===== src/rtl/uart_evt_reg_bank.sv =====
// Event register bank: per-channel shadow/pend capture, delayed uart_start, frame snapshot, flag stretch.
// Optional build macro UART_EVT_RETRIGGER_EN: strobes during an active flag reload its hold counter.
module uart_evt_reg_bank #(
  parameter int NCH       = 5,
  parameter int DW        = 20,
  parameter int START_DLY = 4,
  parameter int HOLD_CYC  = 30
) (
  input  logic              clk,
  input  logic              reset,
  input  logic [NCH-1:0]    ch_valid,
  input  logic [NCH*DW-1:0] ch_data,
  input  logic              tx_done,
  output logic              uart_start,
  output logic [NCH*DW-1:0] ch_data_o,
  output logic [NCH-1:0]    sent_mask_o,
  output logic [NCH-1:0]    ch_flag_o,
  output logic [NCH-1:0]    overrun_o,
  output logic              busy_o
);

  // state | meaning
  // IDLE  | no frame in flight, waiting for pend != 0
  // ARM   | start delay counting down
  // FIRE  | uart_start high, snapshot presented
  // BUSY  | frame in flight, waiting for tx_done
  typedef enum logic [1:0] {IDLE, ARM, FIRE, BUSY} state_t;

  localparam int HW = $clog2(HOLD_CYC + 1);
  localparam logic [HW-1:0] HOLD_LD = HW'(HOLD_CYC);
  // IDLE->ARM takes one edge and ARM->FIRE another, so the counter covers the remaining START_DLY-3 edges.
  localparam logic [3:0] DLY_LOAD = (START_DLY > 2) ? 4'(START_DLY - 3) : 4'd0;

`ifdef UART_EVT_RETRIGGER_EN
  localparam bit RETRIG = 1'b1;
`else
  localparam bit RETRIG = 1'b0;
`endif

  state_t              state;
  logic [3:0]          dly_cnt;
  logic [NCH*DW-1:0]   shadow;
  logic [NCH-1:0]      pend;
  logic                fire_now;
  logic [HW-1:0]       hold_cnt [NCH];

  always_comb begin
    fire_now = 1'b0;
    if (state == ARM && dly_cnt == 4'd0)
      fire_now = 1'b1;
    if (state == IDLE && pend != '0 && START_DLY == 2)
      fire_now = 1'b1;
  end

  always_ff @(posedge clk or posedge reset) begin
    if (reset) begin
      shadow <= '0;
    end else begin
      for (int i = 0; i < NCH; i++) begin
        if (ch_valid[i])
          shadow[i*DW +: DW] <= ch_data[i*DW +: DW];
      end
    end
  end

  // On the snapshot edge pend restarts from this cycle's strobes, which belong to the next frame.
  always_ff @(posedge clk or posedge reset) begin
    if (reset) begin
      pend      <= '0;
      overrun_o <= '0;
    end else begin
      if (fire_now)
        pend <= ch_valid;
      else
        pend <= pend | ch_valid;
      overrun_o <= overrun_o | (ch_valid & pend & ~{NCH{fire_now}});
    end
  end

  always_ff @(posedge clk or posedge reset) begin
    if (reset) begin
      state       <= IDLE;
      dly_cnt     <= '0;
      uart_start  <= 1'b0;
      ch_data_o   <= '0;
      sent_mask_o <= '0;
      busy_o      <= 1'b0;
    end else begin
      uart_start <= 1'b0;
      if (fire_now) begin
        state       <= FIRE;
        uart_start  <= 1'b1;
        ch_data_o   <= shadow;
        sent_mask_o <= pend;
        busy_o      <= 1'b1;
      end else begin
        case (state)
          IDLE: begin
            if (pend != '0) begin
              state   <= ARM;
              dly_cnt <= DLY_LOAD;
            end
          end
          ARM: dly_cnt <= dly_cnt - 4'd1;
          FIRE: state <= BUSY;
          BUSY: begin
            if (tx_done) begin
              state  <= IDLE;
              busy_o <= 1'b0;
            end
          end
          default: state <= IDLE;
        endcase
      end
    end
  end

  always_ff @(posedge clk or posedge reset) begin
    if (reset) begin
      ch_flag_o <= '0;
      for (int i = 0; i < NCH; i++)
        hold_cnt[i] <= '0;
    end else begin
      for (int i = 0; i < NCH; i++) begin
        if (ch_valid[i] && (RETRIG || hold_cnt[i] == '0)) begin
          hold_cnt[i]  <= HOLD_LD;
          ch_flag_o[i] <= 1'b1;
        end else if (hold_cnt[i] != '0) begin
          hold_cnt[i] <= hold_cnt[i] - 1'b1;
          if (hold_cnt[i] == HW'(1))
            ch_flag_o[i] <= 1'b0;
        end
      end
    end
  end

endmodule


===== config.mk =====
export PLATFORM = sky130hd
export DESIGN_NAME = uart_evt_reg_bank
export DESIGN_NICKNAME = d
export VERILOG_FILES = /design/src/rtl/uart_evt_reg_bank.sv
export SDC_FILE = /design/constraint.sdc
export NUM_CORES = 1
export LEC_CHECK = 0
export ABC_AREA = 1
export CAP_MARGIN = 30
export CORE_UTILIZATION = 50
export DETAILED_ROUTE_END_ITERATION = 10
export DONT_BUFFER_PORTS = 1
export SLEW_MARGIN = 20
export SYNTH_ARGS = -nofsm -noshare
export SYNTH_HDL_FRONTEND = slang
export SYNTH_SLANG_ARGS = --single-unit

===== constraint.sdc =====
create_clock -name clk -period 13 [get_ports clk]
set_input_delay 2.6 -clock clk [delete_from_list [all_inputs] [get_ports clk]]
set_output_delay 2.6 -clock clk [all_outputs]
set_load 0.005 [all_outputs]

# --- After elaboration in Yosys (flattened, before gate mapping) ---
# Index checks and enable logic that the tools add are counted.
totals:
  reg_bits: 253
  in_bits: 108
  out_inout_bits: 117
  elab_cells: 124
op_classes:
  n_addsub: 6
  eq_ne: 11
  n_mux: 37
  bitwise_logic: 6
  n_reduce_logical: 41
op_table:
  columns: ["operator", "n"]
  rows:
  - ["5-bit two-way mux", 11]
  - ["5-bit nonzero test", 6]
  - ["2-bit nonzero test", 13]
  - ["5-bit by 1-bit == test with 1-bit output (second input constant)", 5]
  - ["5-bit zero test", 5]
  - ["5-bit by 1-bit subtractor with 5-bit output (second input constant)", 5]
  - ["1-bit two-way mux", 20]
  - ["2-bit AND reduction", 6]
  - ["5-bit bitwise AND", 2]
  - ["5-bit OR", 2]
  - ["4-bit one-hot mux with 2 select lines", 1]
  - ["1-bit logical AND", 6]
  - ["2-bit two-way mux", 3]
  - ["2-bit one-hot mux with 3 select lines", 1]
  - ["3-bit AND reduction", 2]
  - ["5-bit NOT", 1]
  - ["2-bit == test (second input constant)", 2]
  - ["4-bit zero test", 1]
  - ["4-bit two-way mux", 1]
  - ["4-bit nonzero test", 1]
  - ["4-bit by 1-bit subtractor with 4-bit output (second input constant)", 1]
  - ["3-bit by 2-bit != test with 1-bit output (second input constant)", 1]
  - ["3-bit != test (second input constant)", 1]
  - ["2-bit by 1-bit == test with 1-bit output (second input constant)", 1]
  - ["3 further kinds", 3]

# --- Depth between registers and ports, before layout ---
logic_depth:
  word_depth: 6
  ltp_mapped: 8
  mapped_depth_nobuf: 7

# --- Worst setup path before layout ---
# OpenSTA, ideal clock, no wires.
synth_path:
  path_type: "in2reg"
  start: "in ch_valid[1]"
  end: "reg shadow[33]"
  setup_time_ps: 83
  t_arrival_ps: 3214
  t_required_ps: 12917
  path_slack_ps: 9704
  cell_stages: 4
  n_path_buf: 2
  cell_sequence: "clkbuf_1 clkbuf_1 nand2_1 o21ai_0"
synth_rtl:
  columns: ["item", "line", "rtl"]
  rows:
  - ["start: declaration", "11", "input logic [NCH-1:0] ch_valid,"]
  - ["end signal: indexed assignment", "61", "shadow[i*DW +: DW] <= ch_data[i*DW +: DW];"]
  - ["end: declaration", "42", "logic [NCH*DW-1:0] shadow;"]

# --- Final worst setup path ---
layout_path:
  start: "reg sent_mask_o[3]"
  end: "out sent_mask_o[3]"
layout_rtl:
  columns: ["item", "line", "rtl"]
  rows:
  - ["start: declaration", "16", "output logic [NCH-1:0] sent_mask_o,"]
  - ["start signal: assignment", "94", "sent_mask_o <= pend;"]
# No word-level cell between the ends.

==> results.md <==
- Setup-failing EPs final: 0
- Slew of the pin with the lowest slew margin: between 900 and 1000 ps
- Final Cell Area: 0.01109 mm²
- Seq/Total Area, Yosys: roughly 62%
- Detailed placement HPWL: approximately 12 mm
- Antenna diodes: 0
- Via count: 6374
- Clock-pin slew on the worst setup and hold paths: around 60 ps
- YS warnings: 0
- Wirelength per Cell: roughly 14 µm
- CTS H-Tree Depth: 1
- Final ANT Viol Nets: 0
- Synth area leader: dfrtp_1
- Layout cells sized above 1: about 12%
- CTS tree: yes
- Count leader, synth: dfrtp_1
- Int Power: about 0.0017 W
- Die H: around 140 µm
- WL final: 18.46 mm
- VDD IR max: about 130 µV
- Status: completed
- Post-CTS setup buffers: 0
- DIE WIDTH: ~140 µm
- CTS sink count: between 200 and 300
- Pwr/cell area: 223.0 mW/mm²
- Worst hold path startpoint: dly_cnt[1]
- Routability cong.: between 0.7 and 0.8
- NumNets Final: 1138
- IO buf count: 0
- Top cells by area, synth: dfrtp_1 (62%), nand2_1 (9.3%), o21ai_0 (7.6%)
- WS Path Type: reg -> out
- Post-synth EDFFs: 0
- Core ar.: just under 0.02 mm²
- Ports: roughly 230
- First-pass GRT wire length: slightly below 30 mm
- Post-CTS Resized: 0
- Reg power frac: approximately half
- CP endpoint kind: primary output
- Initial DRC Count: ~270
- WP data arrival: between 900 and 1000 ps
- Avg Synthesized Cell Area: between 9 and 10 µm²
- Final slew viol count: 0
- Critical path required time: ~10000 ps
- Clock power share: between 20 and 30%
- Avg Vias per Cell: roughly 5
- Initial antenna violation count: 0
- Post-synth top cells: dfrtp_1 (253), nand2_1 (252), inv_1 (156)
- Async S/R FF share, synth: between 90% and 100%
- Largest net degree at the start of global routing: around 110
- Final worst-path cycle share: 27.27%
- Row cnt: just over 50
- Vias in the first global route: 5987
- Slew HR: roughly 38%
- Peak Freq: 282.0 MHz
- Starting density of the core: ~52%
- Clock root buffer: clkbuf_16
- Post-route setup TNS: 0 ps
- Unrepaired setup endpoints after global routing: false
- Cts bufs inserted: 27
- Max_cap viols: 0
- Static leakage: between 5 and 6 nW
- Hold_ws: 495.1 ps
- Top FF cell, synth: dfrtp_1
- Crit path max fanout: 2
- Final Hold Viols: 0
- Global route total overflow: 0
- Post-DP Area: between 0.01 and 0.015 mm²
- Syn Inst Count: around 1000
- Clk_lat worst skew: approximately 520 ps
- Worst Setup SP: sent_mask_o[3]
- Pre-Repair DR Iteration Count: 4
- CTS Buffer Depth: 3
- Layout area overhead: 8.878%
- Sw Ratio: about a third
- Comb pwr share: 22.3%
- Post-synth top area share: between 60% and 70%
- Crit start category: flop
- Total Routing Usage GR: around 18%
- Drt drc: 0
- Clk_skew: between 9 and 10 ps
- Post-synth cell types: 23
- Synthesized cell area: between 0.01 and 0.015 mm²
- Synth Register Bits: ~250
- Syn Nets: 1153
- Min-delay worst type: reg -> reg
- Die Area: 0.02095 mm²
- Post-layout minimum cycle time: between 3000 and 4000 ps
- Hold-fix buffers, CTS: 0
- Switching power: just over 0.0008 W
- RR Startpoint: dly_cnt[0]
-- cells by family after synthesis --
family / after synthesis / share of synthesized area, %
AO/OA/AOI/OAI: 247 / 15.14
XOR/XNOR: 1 / 0.08597
adder cells (fa/ha/maj): 11 / 1.351
buffers and inverters: 206 / 9.013
flip-flops: 253 / 62.13
AND/OR/NAND/NOR: 316 / 12.28
-- sequential cells by signal, summed over array words and instances, names as in the netlist --
register     flops
shadow         100
busy_o           1
overrun_o        5
uart_start       1
pend             5
ch_data_o      100
hold_cnt        25
dly_cnt          4
sent_mask_o      5
state            2
ch_flag_o        5
-- routing by layer --
layer  global-route usage (%)  part of all wire (%)  vias to the layer above
met2                    27.76                    45                      149
li1                         -                     -                     3231
met1                    23.98                    45                     2972
met3                    5.989                   8.5                       22
met4                    3.989                   1.7                        0
met5                        0                     0                        -
-- cell type report --
cell class	count	area (µm²)
timing repair buffer	5	57.56
multi-input combinational	575	2940
fill	1768	8623
clock buffer	41	798.3
clock inverter	7	38.79
sequential	253	6331
tap	265	331.6
inverter	157	596.8
-- cells in the final DEF (no fill, tap or decap), types with 7 or more instances in the layout --
master / instances
o21ai_0: 155
nand2_1: 252
inv_1: 155
nor3_1: 9
clkbuf_16: 27
dfrtp_1: 253
ha_1: 11
clkbuf_8: 7
nand3_1: 18
nor2_1: 31
clkbuf_1: 7
o21ai_2: 70
-- worst paths after layout --
| kind | slack [ps] | cells after the start | to |
|---|---|---|---|
| setup / recovery | 9450 | 0 | sent_mask_o[3] |
| hold / removal | 500 | 2 | dly_cnt[1] |
| setup reg to reg | 10250 | 6 | pend[1] |
| hold reg to reg | 500 | 2 | dly_cnt[1] |
| max in group asynchronous | 9570 | 2 | sent_mask_o[3] |
| min in group asynchronous | 2070 | 1 | shadow[92] |
-- through the flow --
step                      instances  setup slack (ps)  power, W  util (%)
after global routing           1303              9256  0.002664     56.27
after CTS                      1302              9383  0.002512     56.13
after detailed placement       1254              8847  0.001788     51.88
after floorplan                1034              3443  0.001694         -
after global placement         1254              8819  0.001768     51.88
final                          1303              9454  0.002474     56.27
-- power by group through the flow --
| stage | Combinational, W | Clock [W] | Sequential, W |
|---|---|---|---|
| floorplan | 0.000531 | 0 | 0.00116 |
| finish | 0.000551 | 0.000714 | 0.00121 |
| CTS | 0.000564 | 0.000733 | 0.00121 |
| global placement | 0.000545 | 0 | 0.00122 |
| detailed placement | 0.000564 | 0 | 0.00122 |
| global route | 0.000654 | 0.000766 | 0.00124 |
Note: power is estimated with default switching activity, not from simulation.
